## config.mk

```make
export PLATFORM = sky130hd
export DESIGN_NAME = cond_logic
export DESIGN_NICKNAME = d
export VERILOG_FILES = /design/src/rtl/arm_ctrl_pkg.sv /design/src/rtl/cond_check.sv /design/src/rtl/cond_logic.sv
export SDC_FILE = /design/constraint.sdc
export NUM_CORES = 1
export LEC_CHECK = 0
export CAP_MARGIN = 20
export CORE_AREA = 2 2 39 41
export DETAILED_ROUTE_END_ITERATION = 16
export DIE_AREA = 0 0 41 43
export PLACE_DENSITY = 0.7
export RECOVER_POWER = 100
export SLEW_MARGIN = 10
export SYNTH_ARGS = -nofsm -noshare
export SYNTH_HDL_FRONTEND = slang
export SYNTH_SLANG_ARGS = --single-unit
export TNS_END_PERCENT = 10
```

## constraint.sdc

```tcl
create_clock -name clk -period 2.9 [get_ports clk]
set_input_delay 0.58 -clock clk [delete_from_list [all_inputs] [get_ports clk]]
set_output_delay 0.58 -clock clk [all_outputs]
set_load 0.02 [all_outputs]
```

## src/rtl/arm_ctrl_pkg.sv

```systemverilog
// Shared control-path types for the multicycle ARM core: condition codes, NZCV
// bit positions, the long-multiply flag sequencer states and the flag-write helper.
package arm_ctrl_pkg;

   typedef enum logic [3:0] {
      EQ = 4'b0000, NE = 4'b0001, CS = 4'b0010, CC = 4'b0011,
      MI = 4'b0100, PL = 4'b0101, VS = 4'b0110, VC = 4'b0111,
      HI = 4'b1000, LS = 4'b1001, GE = 4'b1010, LT = 4'b1011,
      GT = 4'b1100, LE = 4'b1101, AL = 4'b1110, NV = 4'b1111
   } cond_e;

   localparam int N_BIT = 3;
   localparam int Z_BIT = 2;
   localparam int C_BIT = 1;
   localparam int V_BIT = 0;

   typedef enum logic {
      IDLE = 1'b0,
      LO   = 1'b1
   } l64_state_e;

   // Single-cycle flag update: FlagW[1] owns N,Z and FlagW[0] owns C,V, both
   // qualified by the registered condition pass.
   function automatic logic [3:0] apply_flag_write(
      input logic [3:0] flags,
      input logic [3:0] alu_flags,
      input logic [1:0] flag_w,
      input logic       cond_pass
   );
      logic [3:0] result;
      result = flags;
      if (flag_w[1] && cond_pass) begin
         result[N_BIT] = alu_flags[N_BIT];
         result[Z_BIT] = alu_flags[Z_BIT];
      end
      if (flag_w[0] && cond_pass) begin
         result[C_BIT] = alu_flags[C_BIT];
         result[V_BIT] = alu_flags[V_BIT];
      end
      return result;
   endfunction

endpackage

```

## src/rtl/cond_check.sv

```systemverilog
// Purely combinational ARM condition evaluator: Cond x NZCV -> pass/fail.
// NV (4'b1111) always fails.
module cond_check
   import arm_ctrl_pkg::*;
(
   input  logic [3:0] cond,
   input  logic [3:0] flags,
   output logic       cond_ex
);

   logic n, z, c, v, ge;

   always_comb begin
      n  = flags[N_BIT];
      z  = flags[Z_BIT];
      c  = flags[C_BIT];
      v  = flags[V_BIT];
      ge = (n == v);
      // NOTE: every always_comb output gets a default first so no path can infer a latch.
      cond_ex = 1'b0;
      case (cond_e'(cond))
         EQ: cond_ex = z;
         NE: cond_ex = ~z;
         CS: cond_ex = c;
         CC: cond_ex = ~c;
         MI: cond_ex = n;
         PL: cond_ex = ~n;
         VS: cond_ex = v;
         VC: cond_ex = ~v;
         HI: cond_ex = c & ~z;
         LS: cond_ex = ~c | z;
         GE: cond_ex = ge;
         LT: cond_ex = ~ge;
         GT: cond_ex = ~z & ge;
         LE: cond_ex = z | ~ge;
         AL: cond_ex = 1'b1;
         NV: cond_ex = 1'b0;
      endcase
   end

endmodule

```

## src/rtl/cond_logic.sv

```systemverilog
// Conditional-execution and NZCV flag unit of the multicycle ARM core.
// Define COND_LONG64_EN to enable the two-cycle long-multiply flag sequencer.
module cond_logic
   import arm_ctrl_pkg::*;
#(
   parameter logic [3:0] FLAG_RST = 4'b0000
)
(
   input  logic       clk,
   input  logic       reset,
   input  logic [3:0] Cond,
   input  logic [3:0] ALUFlags,
   input  logic [1:0] FlagW,
   input  logic       Branch,
   input  logic       NextPC,
   input  logic       RegW,
   input  logic       MemW,
   input  logic       Long64,
   input  logic       Long64Hi,
   output logic       PCWrite,
   output logic       RegWrite,
   output logic       MemWrite,
   output logic [3:0] Flags,
   output logic       CondExR
);

   logic [3:0] flags_q, flags_d;
   logic       cond_ex_q, cond_ex_d;
   logic       cond_ex;

   cond_check u_cond_check (
      .cond    (Cond),
      .flags   (flags_q),
      .cond_ex (cond_ex)
   );

`ifdef COND_LONG64_EN
   l64_state_e l64_q, l64_d;
   logic       zlo_q, zlo_d;
   logic       zlo_eff;

   // Long64Hi wins over Long64 and over a plain FlagW write; a high half seen
   // without a preceding low half behaves as if the low half were zero.
   always_comb begin
      flags_d   = flags_q;
      cond_ex_d = cond_ex;
      l64_d     = l64_q;
      zlo_d     = zlo_q;
      zlo_eff   = (l64_q == LO) ? zlo_q : 1'b1;
      if (Long64Hi) begin
         l64_d = IDLE;
         if (FlagW[1] && cond_ex_q) begin
            flags_d[N_BIT] = ALUFlags[N_BIT];
            flags_d[Z_BIT] = zlo_eff & ALUFlags[Z_BIT];
         end
      end else if (Long64) begin
         l64_d = LO;
         zlo_d = ALUFlags[Z_BIT];
      end else if (l64_q == IDLE) begin
         flags_d = apply_flag_write(flags_q, ALUFlags, FlagW, cond_ex_q);
      end
   end

   always_ff @(posedge clk or posedge reset) begin
      if (reset) begin
         l64_q <= IDLE;
         zlo_q <= 1'b0;
      end else begin
         l64_q <= l64_d;
         zlo_q <= zlo_d;
      end
   end
`else
   logic unused_long64;

   assign unused_long64 = Long64 ^ Long64Hi;

   always_comb begin
      flags_d   = apply_flag_write(flags_q, ALUFlags, FlagW, cond_ex_q);
      cond_ex_d = cond_ex;
   end
`endif

   // NOTE: sequential state uses non-blocking assignments so every flop samples pre-edge values.
   always_ff @(posedge clk or posedge reset) begin
      if (reset) begin
         flags_q   <= FLAG_RST;
         cond_ex_q <= 1'b0;
      end else begin
         flags_q   <= flags_d;
         cond_ex_q <= cond_ex_d;
      end
   end

   assign PCWrite  = (Branch & cond_ex_q) | NextPC;
   assign RegWrite = RegW & cond_ex_q;
   assign MemWrite = MemW & cond_ex_q;
   assign Flags    = flags_q;
   assign CondExR  = cond_ex_q;

endmodule

```

==> results.ini <==
[status]
status = finished, final reports clean

[sta]
skew_ps = 0.623
timing.final.crit_share_pct = 82.1
relSlewSlack_pct = 77.3
setup_violations = 0
fin_ws_ps = 520
rsz0062_at_grt = false
finalHoldViolCount = 0
slew_viol_final = 0
layout_min_cycle_time_ps = 2380
tightest_slew_ps = 339
tns_ps = 0
fmax_mhz = 420

[pwr]
ir_worst_vdd_uv = 416
p_sw_share_pct = 41.2
cellPowerDensity_mw_per_mm2 = 780
seqPwrFrac_pct = 32.2
switching_power_uw = 213
p_leak_uw = 0.000264
combPwrFrac_pct = 52.7
p_int_uw = 303
power_frac_clock_pct = 15.1
p_total_uw = 516

[critical_path]
worst-setup-path-type = input port to output pin
crit_slowest_cell = dlygate4sd3_1
critPathCaptureType = output pin
crit_family = buffers and inverters
crit_start = MemW
required_ps = 2320
cp-start-kind = input port
path_buf_inv = 2
crit_path_max_incr_delay_ps = 670
cp_max_fo = 1
path_cells = clkdlybuf4s50_1 > and2_1 > dlygate4sd3_1
r2r_start = Flags[2]$_DFFE_PP0P_
crit_arrival_ps = 1800

[drt]
drtIter0Drc = 7
vias = 420
wirelength_um = 932
first_pass_iters = 4
drtAntennaViolNets = 0
viasPerCell = 5.06
wl_per_cell_um = 11.2
drc = 0

[clock_tree]
htree_levels = 1
cts_setup_buffers = 0
cts_tree = yes
clk_latency_ps = 240
cts_root_buf = clkbuf_4
clk_pin_slew_ps = 40
ctsHoldBuffers = 0
post_cts_resized = 0
clock-sinks = 5
cts_buffer_depth = 2
cts_buffers = 3

[floorplanning]
dieWidth_um = 41
core_area_mm2 = 0.00138
io_pins = 26
die_h_um = 43
start_util_pct = 30.0
dieArea_mm2 = 0.00176
num_rows = 14

[global_routing]
grt_overflow = 0
antenna_found_initial = 0
grt_start_max_net_pins = 12
first_global_vias = 383
grt_pass1_wl_um = 1630
grt_usage_pct = 13.6

[final_layout]
fin_util_pct = 47.8
drive_gt1_share_pct = 11.9
area_growth_pct = 59.3
finalNetCount = 86
antenna_cells = 0

[yosys]
yosys-top-cells-area = dfrtp_1 (30%), mux2_2 (11%), buf_6 (5.4%), nand4b_1 (4.2%), and2_1 (3.0%)
avgSynthCellArea_um2 = 9.66
syn_nets = 61
ys_ff_latch = 5
synth.distinct_cells = 28
synthMostInstantiatedCell = dfrtp_1
syn_area_um2 = 415
synth.top_cell.area_share_pct = 30.1
synth-edff-count = 0
seq_area_frac_synth_pct = 30.1
async_flop_share_pct = 100
synthTopCellsByCount = dfrtp_1 (5), mux2_2 (4), inv_1 (3)
netlist_instances = 43
yosysWarnings = 0
yosys.area.top_type = dfrtp_1
synth_flop_cell = dfrtp_1

[place]
dp_slack_ps = 586
hpwl_um = 717
gp_congestion = 0.676
portBuffers = 23

[worst_hold_path]
min_from = Flags[1]$_DFFE_PP0P_
hold_path.class = register to register

[job]
drv_cap = 0

[final cells by class]
| class | instances | area [µm²] |
|---|---|---|
| tap | 16 | 20.0 |
| timing repair buffer | 23 | 230 |
| clock buffer | 4 | 26.3 |
| fill | 156 | 722 |
| inverter | 3 | 11.3 |
| sequential | 5 | 125 |
| multi-input combinational | 32 | 249 |
[state kept, by name, summed over array words and instances (netlist names)]
| name | flops |
|---|---|
| Flags | 4 |
| CondExR | 1 |
[worst reg2reg max path, stage by stage, from the launching register on]
cell and delay, ps:
dfrtp_1 440, or4b_1 480, o221ai_1 90, o211ai_1 140, o211ai_2 80
[layout by cell type, fill, tap and decap left out, types with 2 or more instances in the layout]
master / n
dlygate4sd3_1: 12
nand2b_1: 2
clkbuf_4: 3
dfrtp_1: 5
mux2_2: 4
nand4b_1: 2
nand2_1: 2
clkdlybuf4s50_1: 11
inv_1: 3
o21ai_0: 2
and2_1: 2
[power by group through the flow]
stage / logic, µW / clock network [µW] / registers (µW)
2_1_floorplan: 150 / 0 / 189
3_3_place_gp: 290 / 0 / 165
3_5_place_dp: 293 / 0 / 169
4_1_cts: 294 / 82.4 / 169
5_1_grt: 299 / 88.7 / 174
6_report: 272 / 78.2 / 166
[stage by stage]
stage	instance area [µm²]	std cells	hold WS (ps)
after floorplan	415	43	359
after global placement	636	79	577
after detailed placement	636	79	590
after CTS	662	83	542
after global routing	662	83	623
final	662	83	591
[worst paths after layout]
| check | to | slack [ps] | depth (start not counted) |
|---|---|---|---|
| worst min-delay path | Flags[1]$_DFFE_PP0P_ | 590 | 1 |
| min in group asynchronous | Flags[1]$_DFFE_PP0P_ | 680 | 2 |
| max in group asynchronous | Flags[3]$_DFFE_PP0P_ | 2060 | 2 |
| worst max register to register | CondExR$_DFF_PP0_ | 1590 | 4 |
| worst min register to register | Flags[1]$_DFFE_PP0P_ | 590 | 1 |
| worst max-delay path | MemWrite | 520 | 3 |
[logic make-up (layout without fill, tap and decap cells)]
logic type	after synthesis	count (layout)	synth area share, %
DFF	5	5	30.1
and+or+nand+nor	12	12	19.0
AOI/OAI and AO/OA	12	12	20.8
buffers and inverters	6	30	9.94
muxes	6	6	16.0
xor gates and xnor gates	2	2	4.22
[layer usage]
metal | wire length, µm | GRT usage, %
met3 | 51 | 3.14
met5 | 0 | 0
met1 | 405 | 18.4
met2 | 444 | 18.1
met4 | 31 | 10.0
(Power assumes the default switching activity.)
